--- src/rtl/riscv_stage_sequencer.sv ---
// riscv_stage_sequencer: multi-cycle RV32I stage sequencer emitting one-hot stage strobes
// Ports:
//   clk, rst_n                 clock (rising edge) and asynchronous active-low reset
//   imem_req / imem_ack        instruction fetch request and acknowledge
//   is_load/is_store/is_ebreak decoded instruction class, sampled in EXECUTE
//   dmem_rd_ack / dmem_wr_ack  data memory read/write completion
//   resume                     debug resume, honoured only in HALT
//   fetch/decode/execute/write_back  one-hot stage strobes
//   mem_wait                   waiting on data memory
//   rf_we                      register-file write strobe
//   retire / instret           retire pulse and retired-instruction count
//   halted / mem_fault         HALT state and sticky memory-timeout fault
// Parameters: CNT_W (instret width), TIMEOUT (MEM_WAIT cycle limit, 0 = no limit)
// Macro: SEQ_INSTRET_EN enables the instret counter; otherwise instret is tied to 0.
module riscv_stage_sequencer #(
  parameter int CNT_W   = 32,
  parameter int TIMEOUT = 0
) (
  input  logic             clk,
  input  logic             rst_n,
  output logic             imem_req,
  input  logic             imem_ack,
  input  logic             is_load,
  input  logic             is_store,
  input  logic             is_ebreak,
  input  logic             dmem_rd_ack,
  input  logic             dmem_wr_ack,
  input  logic             resume,
  output logic             fetch,
  output logic             decode,
  output logic             execute,
  output logic             write_back,
  output logic             mem_wait,
  output logic             rf_we,
  output logic             retire,
  output logic [CNT_W-1:0] instret,
  output logic             halted,
  output logic             mem_fault
);
  typedef enum logic [2:0] {
    S_FETCH, S_DECODE, S_EXECUTE, S_MEM_WAIT, S_WRITE_BACK, S_HALT, S_FAULT
  } state_t;
  localparam int WW = TIMEOUT > 1 ? $clog2(TIMEOUT) : 1;
  state_t        state_q, state_d;
  logic          store_q, store_d;
  logic [WW-1:0] wcnt_q, wcnt_d;
  logic          hit, expired;
  // store_q selects which data ack ends MEM_WAIT and suppresses rf_we
  always_comb begin
    state_d = state_q;
    store_d = store_q;
    wcnt_d  = wcnt_q;
    hit     = store_q ? dmem_wr_ack : dmem_rd_ack;
    // wcnt_q holds the number of completed wait cycles, so TIMEOUT-1 marks the last allowed one
    expired = (TIMEOUT > 0) && (32'(wcnt_q) == 32'(TIMEOUT - 1));
    case (state_q)
      S_FETCH:      state_d = imem_ack ? S_DECODE : S_FETCH;
      S_DECODE:     state_d = S_EXECUTE;
      S_EXECUTE: begin
        store_d = !is_ebreak && !is_load && is_store;
        wcnt_d  = '0;
        state_d = is_ebreak ? S_HALT : (is_load || is_store) ? S_MEM_WAIT : S_WRITE_BACK;
      end
      S_MEM_WAIT: begin
        wcnt_d  = hit ? wcnt_q : wcnt_q + 1'b1;
        state_d = hit ? S_WRITE_BACK : expired ? S_FAULT : S_MEM_WAIT;
      end
      S_WRITE_BACK: state_d = S_FETCH;
      S_HALT:       state_d = resume ? S_FETCH : S_HALT;
      S_FAULT:      state_d = S_FAULT;
      default:      state_d = S_FETCH;
    endcase
  end
  always_ff @(posedge clk or negedge rst_n) begin
    if (!rst_n) begin
      state_q <= S_FETCH;
      store_q <= 1'b0;
      wcnt_q  <= '0;
    end else begin
      state_q <= state_d;
      store_q <= store_d;
      wcnt_q  <= wcnt_d;
    end
  end
  assign imem_req   = state_q == S_FETCH;
  assign fetch      = state_q == S_FETCH;
  assign decode     = state_q == S_DECODE;
  assign execute    = state_q == S_EXECUTE;
  assign mem_wait   = state_q == S_MEM_WAIT;
  assign write_back = state_q == S_WRITE_BACK;
  assign halted     = state_q == S_HALT;
  assign mem_fault  = state_q == S_FAULT;
  assign rf_we      = write_back && !store_q;
  // ebreak retires in EXECUTE itself, the only output that looks at a live input
  assign retire     = write_back || (execute && is_ebreak);
`ifdef SEQ_INSTRET_EN
  logic [CNT_W-1:0] instret_q;
  always_ff @(posedge clk or negedge rst_n) begin
    if (!rst_n) instret_q <= '0;
    else if (retire) instret_q <= instret_q + CNT_W'(1);
  end
  assign instret = instret_q;
`else
  assign instret = '0;
`endif
endmodule

--- config.mk ---
export PLATFORM = sky130hd
export DESIGN_NAME = riscv_stage_sequencer
export DESIGN_NICKNAME = d
export VERILOG_FILES = /design/src/rtl/riscv_stage_sequencer.sv
export SDC_FILE = /design/constraint.sdc
export NUM_CORES = 1
export LEC_CHECK = 0
export ABC_AREA = 1
export CAP_MARGIN = 0
export CORE_MARGIN = 2
export CORE_UTILIZATION = 32
export CTS_BUF_LIST = sky130_fd_sc_hd__clkbuf_4 sky130_fd_sc_hd__clkbuf_8 sky130_fd_sc_hd__clkbuf_16
export DETAILED_ROUTE_END_ITERATION = 8
export HOLD_SLACK_MARGIN = 0.03
export PLACE_DENSITY = 0.8
export SYNTH_ARGS = -nofsm -noshare
export SYNTH_HDL_FRONTEND = slang
export SYNTH_SLANG_ARGS = --single-unit
--- constraint.sdc ---
create_clock -name clk -period 1.05 [get_ports clk]
set_input_delay 0.1575 -clock clk [delete_from_list [all_inputs] [get_ports clk]]
set_output_delay 0.1575 -clock clk [all_outputs]
set_load 0.01 [all_outputs]
# [Yosys cells after proc, flatten, opt, wreduce, memory -nomap -nowiden]
# Cells that the tools add are included.
[classes] eq_ne=6 n_mux=7 n_reduce_logical=10
[ops] operator="3-bit one-hot mux with 6 select lines" count=1
[ops] operator="3-bit two-way mux" count=4
[ops] operator="3-bit == test, second input constant" count=3
[ops] operator="3-bit by 2-bit == test with 1-bit output, second input constant" count=2
[ops] operator="1-bit logical AND" count=4
[ops] operator="3-bit by 1-bit == test with 1-bit output, second input constant" count=1
[ops] operator="1-bit logical NOT" count=3
[ops] operator="3-bit logical NOT" count=1
[ops] operator="1-bit logical OR" count=2
[ops] operator="1-bit two-way mux" count=2
[word_totals] reg_bits=4 inputBits=9 output_inout_bits=42 wordCells=25

# [Longest topological paths before layout]
# Gate-level depths: netlist of run 1.
[logic_depth] ltp_word=4 mapped_depth=7 mapped_depth_nobuf=7

# [Worst setup path before layout of run 1]
# No wires, ideal clock.
[synth_timing] kind="register -> output" from="reg state_q[2]" to="out imem_req" arrival_time_ps=877 setup_slack_ps=16 stages_incl_launch_ff=6 n_path_buf=2 path_cell_list="dfrtp_1 -> buf_4 -> inv_1 -> nand3_1 -> inv_1 -> buf_4"
[synth_between] elab_chain_cells=1
[synth_lines] element="start: declaration" line="44" rtl="state_t state_q, state_d;"
[synth_lines] element="start signal: assignment" line="80" rtl="state_q <= state_d;"
[synth_lines] element="3-bit logical NOT"
[synth_lines] element="end: declaration" line="21" rtl="output logic imem_req,"
# Every way passes these cells.

# [Worst setup path after layout of run 1]
[layout_timing] from="reg state_q[0]" to="out mem_wait"
[layout_between] elab_chain_cells=1
[layout_lines] element="3-bit by 2-bit == test with 1-bit output"
[layout_lines] element="end: declaration" line="33" rtl="output logic mem_wait,"
# Every way passes these cells.

==> results of run 1 <==
[registers in the layout (all words and copies together), names as in the netlist]
signal   cells
store_q      1
state_q      3
[repair_timing]
| action | 4_1_cts | 5_1_grt |
|---|---|---|
| gates resized for setup | 60 | 8 |
| hold buffers | 0 | 0 |
| endpoints found under the setup margin | 13 | 14 |
| pin swaps | 4 | 2 |
| setup buffers | 9 | 2 |
[per-stage QoR]
step	total power, W	TNS, ns	instances
4_1_cts	0.00196	-3.42	156
6_report	0.00217	-3.84	158
5_1_grt	0.00231	-4.41	158
3_5_place_dp	0.00139	-4.06	144
2_1_floorplan	0.000961	0	127
3_3_place_gp	0.00137	-3.93	144
[worst reg2reg max path, stage by stage (launching register included)]
cell,delay (ns)
dfrtp_1,0.39
buf_6,0.14
buf_4,0.13
buf_6,0.11
nand2_4,0.06
nor2_4,0.04
buf_4,0.13
nand2_2,0.06
nand2_1,0.07
inv_1,0.07
nand2_1,0.05
[power breakdown]
group | leakage, nW | internal [W] | total, W | switching, W
logic | 0.497 | 0.000841 | 0.00168 | 0.000842
clock network | 0.0138 | 0.000128 | 0.000197 | 0.0000686
registers | 0.0503 | 0.000226 | 0.000293 | 0.0000667
total | 0.561 | 0.00120 | 0.00217 | 0.000977
[placed cells by master (no fill, tap or decap), drive strengths merged]
cell           count
buf               29
clkbuf             3
clkdlybuf4s50      8
conb              32
dfrtp              4
inv               16
nand2             21
nand3              5
nand4              1
nor2              11
o21ai              3
[synth_stat cells, drive strengths merged]
cell type and instances:
buf 34, nand2 21, inv 16, nor2 11, nand3 5, dfrtp 4
o21ai 3, conb 1, nand4 1
[routing by layer]
layer	GRT usage (%)	wire, µm
met5	0	0
met4	10.8	34
met3	2.64	127
met2	25.4	880
met1	13.2	541
[worst min-delay path by stage]
stage	end	slack (ns)	start
finish	state_q[0]	0.12	rst_n
global route	state_q[0]	0.15	rst_n
CTS	state_q[0]	0.12	rst_n
detailed placement	store_q	0.38	rst_n
global placement	store_q	0.37	rst_n
floorplan	state_q[0]	-0.14	rst_n
[kinds of logic after synthesis]
logic type	count (synthesis)	share of synthesized area (%)
AOI/OAI and AO/OA	3	2.47
buffers and inverters	50	51.8
other	1	0.617
DFF	4	16.5
and+or+nand+nor	38	28.6
[area by class of cell]
class,instances,area share (%)
multi-input combinational,73,40.0
sequential,4,11.2
tap,25,3.46
clock buffer,3,2.49
timing repair buffer,37,35.3
inverter,16,7.48
==> flow_summary.yaml, run 1 <==
cells_and_area:
  final_util_pct: 51.2
  post-route-cell-area_um2: 903
  regArea_um2: 101
  final_nets: 144
  fill_cells: 172
  multi_input_area_um2: 362
  diodes: 0
  area_growth_pct: 48.6
  drive_gt1_share_pct: 37.6
setup_path:
  cp-startpoint: "state_q[0]"
  crit_buf_inv: 4
  reg2reg_slack_ns: -0.32
  slowest_delay_ns: 0.39
  r2r_cells: 10
  rr_endpoint: "state_q[2]"
  path_depth: 6
  critical_path_class: "reg2out"
  slowest_stage: "dfrtp_1"
  crit_path_end: "mem_wait"
  cp-end-kind: "output pin"
  crit_family: "buffers and inverters"
  r2r_start: "state_q[0]"
  worstPathRequired_ns: 0.89
  cp_max_fo: 3
  crit_top_cell: "buf_6"
  cp.arrival_ns: 1.22
  start_kind: "register"
  cp_cell_sequence: "buf_6 > buf_4 > buf_6 > nand2_4 > nor2_4 > buf_6"
clocking:
  clock_sinks: 4
  cts_buffers: 3
  clockRootBuffer: "clkbuf_4"
  clock_latency_ns: 0.24
  path_clk_slew_ns: 0.04
  cts_tree: "built"
  htree_levels: 1
  clk_path_buf_depth: 2
floorplan:
  fp-row-count: 15
  io_pins: 51
  fp.dieH_um: 47.6
  dieArea_um2: 2260
  fp.dieW_um: 47.6
  initial_core_util_pct: 34.5
  core_area_um2: 1760
route:
  drc_errors: 0
  antenna_left: 0
  vias: 605
  post_drt_wl_per_cell_um: 10.0
  dr.pass1.iters: 4
  routed_wl_um: 1580
  routed_via_density: 3.83
  drt-initial-drc-count: 11
power_and_ir_drop:
  p_per_area_nw_per_um2: 2410
  p_leak_nw: 0.561
  ir_worst_vdd_mv: 1.03
logic_synthesis:
  yosysWarnings: 0
  synth_top_cell_by_area: "buf_4"
  syn_area_um2: 608
  ys_types: 13
  yosysSeqAreaShare_pct: 16.5
  synth_top_area_share_pct: 42.0
  avgSynthCellArea_um2: 6.33
  synth_area_leaders: "buf_4 (42%), dfrtp_1 (16%), nand2_1 (11%)"
  ys_ff_latch: 4
  netlist_instances: 96
grt:
  grt_pass1_vias: 494
  grt_pass1_wl_um: 2050
  antenna_found_initial: 0
  overflow: 0
  grt_max_degree: 6
  grtUsageTotal_pct: 13.8
placed_design:
  post-place-ws_ns: -0.424
  dp_hpwl_um: 880
  dpl-instance-area_um2: 741
  place_congestion: 0.780
  numPortBuffers: 18
status:
  violations: "setup timing"
  status: "finished, violations left"
worst_hold_path:
  min_path_type: "in2async"
flow_run:
  drv_cap: 0
sta:
  worst_hold_slack_ns: 0.119
  hold_violations: 0
  slew_viol_final: 0
  fmax_mhz: 726
  min_period_ns: 1.38
  fin_crit_sh_pct: 131
  fin_skew_ns: 0.0112
  rsz0062_at_grt: "yes"
  finalSetupViolCount: 14
  setup_ws_ns: -0.328
Note: power is estimated with default switching activity, not from simulation.
==> run 2, diff against run 1 <==
--- a/config.mk
+++ b/config.mk
@@ -13,6 +13,7 @@
 export DETAILED_ROUTE_END_ITERATION = 8
 export HOLD_SLACK_MARGIN = 0.03
 export PLACE_DENSITY = 0.8
+export SETUP_SLACK_MARGIN = 0.4
 export SYNTH_ARGS = -nofsm -noshare
 export SYNTH_HDL_FRONTEND = slang
 export SYNTH_SLANG_ARGS = --single-unit
==> flow_summary.yaml, run 2 (same netlist as run 1, synthesis figures left out) <==
status:
  status: "finished, violations left"
  violations: "setup timing"
cells_and_area:
  largestRegisters: "state_q (3), store_q (1)"
  diodes: 0
  regMostFlops: "state_q"
  final_cells: 156
  area_growth_pct: 51.6
  final_util_pct: 52.3
  final_common_cell: "conb_1"
  post-route-cell-area_um2: 922
  final_nets: 142
  drive_gt1_share_pct: 42.0
  final_cell_mix: "conb_1 (32), buf_6 (16), nand2_1 (12)"
  largest_register_ff_count: 3
route:
  drc_errors: 0
  antenna_left: 0
  post_drt_wl_per_cell_um: 9.76
  vias: 579
  drt-initial-drc-count: 6
  routed_via_density: 3.71
  routed_wl_um: 1520
  dr.pass1.iters: 4
power_and_ir_drop:
  p_leak_nw: 0.558
  p_per_area_nw_per_um2: 2330
  ir_worst_vdd_mv: 0.831
  p_total_w: 0.00215
clocking:
  cts_tree: "built"
  clock_sinks: 4
  clk_path_buf_depth: 2
  htree_levels: 1
  path_clk_slew_ns: 0.04
  clock_latency_ns: 0.24
  cts_buffers: 3
  clockRootBuffer: "clkbuf_4"
setup_path:
  rr_endpoint: "state_q[2]"
  slowest_stage: "dfrtp_1"
  slowest_delay_ns: 0.39
  reg2reg_slack_ns: -0.13
  worstPathRequired_ns: 0.89
  r2r_start: "state_q[1]"
  start_kind: "register"
  cp.arrival_ns: 1.18
  cp-end-kind: "output pin"
  cp_cell_sequence: "inv_2 > buf_6 > nor2_4 > nand2_2 > inv_2 > buf_6"
  r2r_cells: 9
  cp_max_fo: 4
  critical_path_class: "reg2out"
floorplan:
  fp.dieH_um: 47.6
  dieArea_um2: 2260
  fp.dieW_um: 47.6
  core_area_um2: 1760
  fp-row-count: 15
  initial_core_util_pct: 34.5
  io_pins: 51
grt:
  grt_pass1_vias: 537
  overflow: 0
  grt_pass1_wl_um: 2280
  grtUsageTotal_pct: 14.8
  antenna_found_initial: 0
  grt_max_degree: 5
worst_hold_path:
  min_path_type: "in2async"
sta:
  fin_crit_sh_pct: 127
  hold_violations: 0
  setup_ws_ns: -0.286
  fin_skew_ns: 0.00486
  rsz0062_at_grt: "yes"
  min_period_ns: 1.34
  fmax_mhz: 748
  finalSetupViolCount: 13
  slew_viol_final: 0
flow_run:
  drv_cap: 0
placed_design:
  numPortBuffers: 18
  placed_cells: 143
  dp_hpwl_um: 989
  place_congestion: 0.681
  dpl-instance-area_um2: 738
==> run 2: changes by cell type in the layout (fill, tap and decap cells not counted), moves of 2 or more <==
cell,delta
inv_1,-4
nand2_1,-3
buf_2,-2
inv_2,+5
buf_6,+7
nand2_2,+2
buf_4,-7
==> run 2: repair_timing <==
item | 4_1_cts | 5_1_grt
setup endpoints to repair | 14 | 14
cloned | 0 | 0
buffers inserted | 9 | 1
gates resized for setup | 55 | 21
pin swaps | 3 | 9
hold buffers | 0 | 0
==> run 2: worst max-delay path by stage <==
| stage | start | endpoint | slack, ns | depth (start not counted) |
|---|---|---|---|---|
| after floorplan | state_q[0] | retire | 0.04 | 5 |
| after global placement | state_q[1] | rf_we | -0.45 | 4 |
| after detailed placement | state_q[1] | rf_we | -0.46 | 4 |
| after CTS | state_q[0] | rf_we | -0.26 | 4 |
| after global routing | state_q[0] | imem_req | -0.35 | 5 |
| final | state_q[1] | mem_fault | -0.29 | 6 |
==> run 2: power by group <==
part	leakage (nW)	internal, W	switching [W]
Clock	0.0138	0.000128	0.0000722
Sequential	0.0503	0.000226	0.0000725
Combinational	0.494	0.000830	0.000822
==> run 2: layer usage <==
metal / global-route usage (%) / up-vias / wire, µm
met1: 13.6 / 264 / 499
met4: 9.73 / 0 / 32
met5: 0 / - / 0
met2: 29.2 / 24 / 920
met3: 2.64 / 4 / 70
li1: - / 287 / -
==> run 2: cell type report <==
class	instances	area, µm²
fillers	170	842
multi-input cells	73	372
inverters	16	60.1
flip-flops and latches	4	101
well taps	25	31.3
repair buffers	35	335
clock buffers	3	22.5
==> run 2: critical path: cells and delay by family (launching register included) <==
family / cells / cell delay, ns
and+or+nand+nor: 2 / 0.18
DFF: 1 / 0.39
buffers and inverters: 4 / 0.37
==> run 2: stage by stage <==
step | worst slack [ns] | hold WS, ns | TNS, ns
2_1_floorplan | 0.0371 | -0.138 | 0
3_3_place_gp | -0.451 | 0.375 | -4.13
3_5_place_dp | -0.460 | 0.382 | -4.29
4_1_cts | -0.262 | 0.125 | -2.46
5_1_grt | -0.346 | 0.139 | -3.41
6_report | -0.286 | 0.125 | -2.62
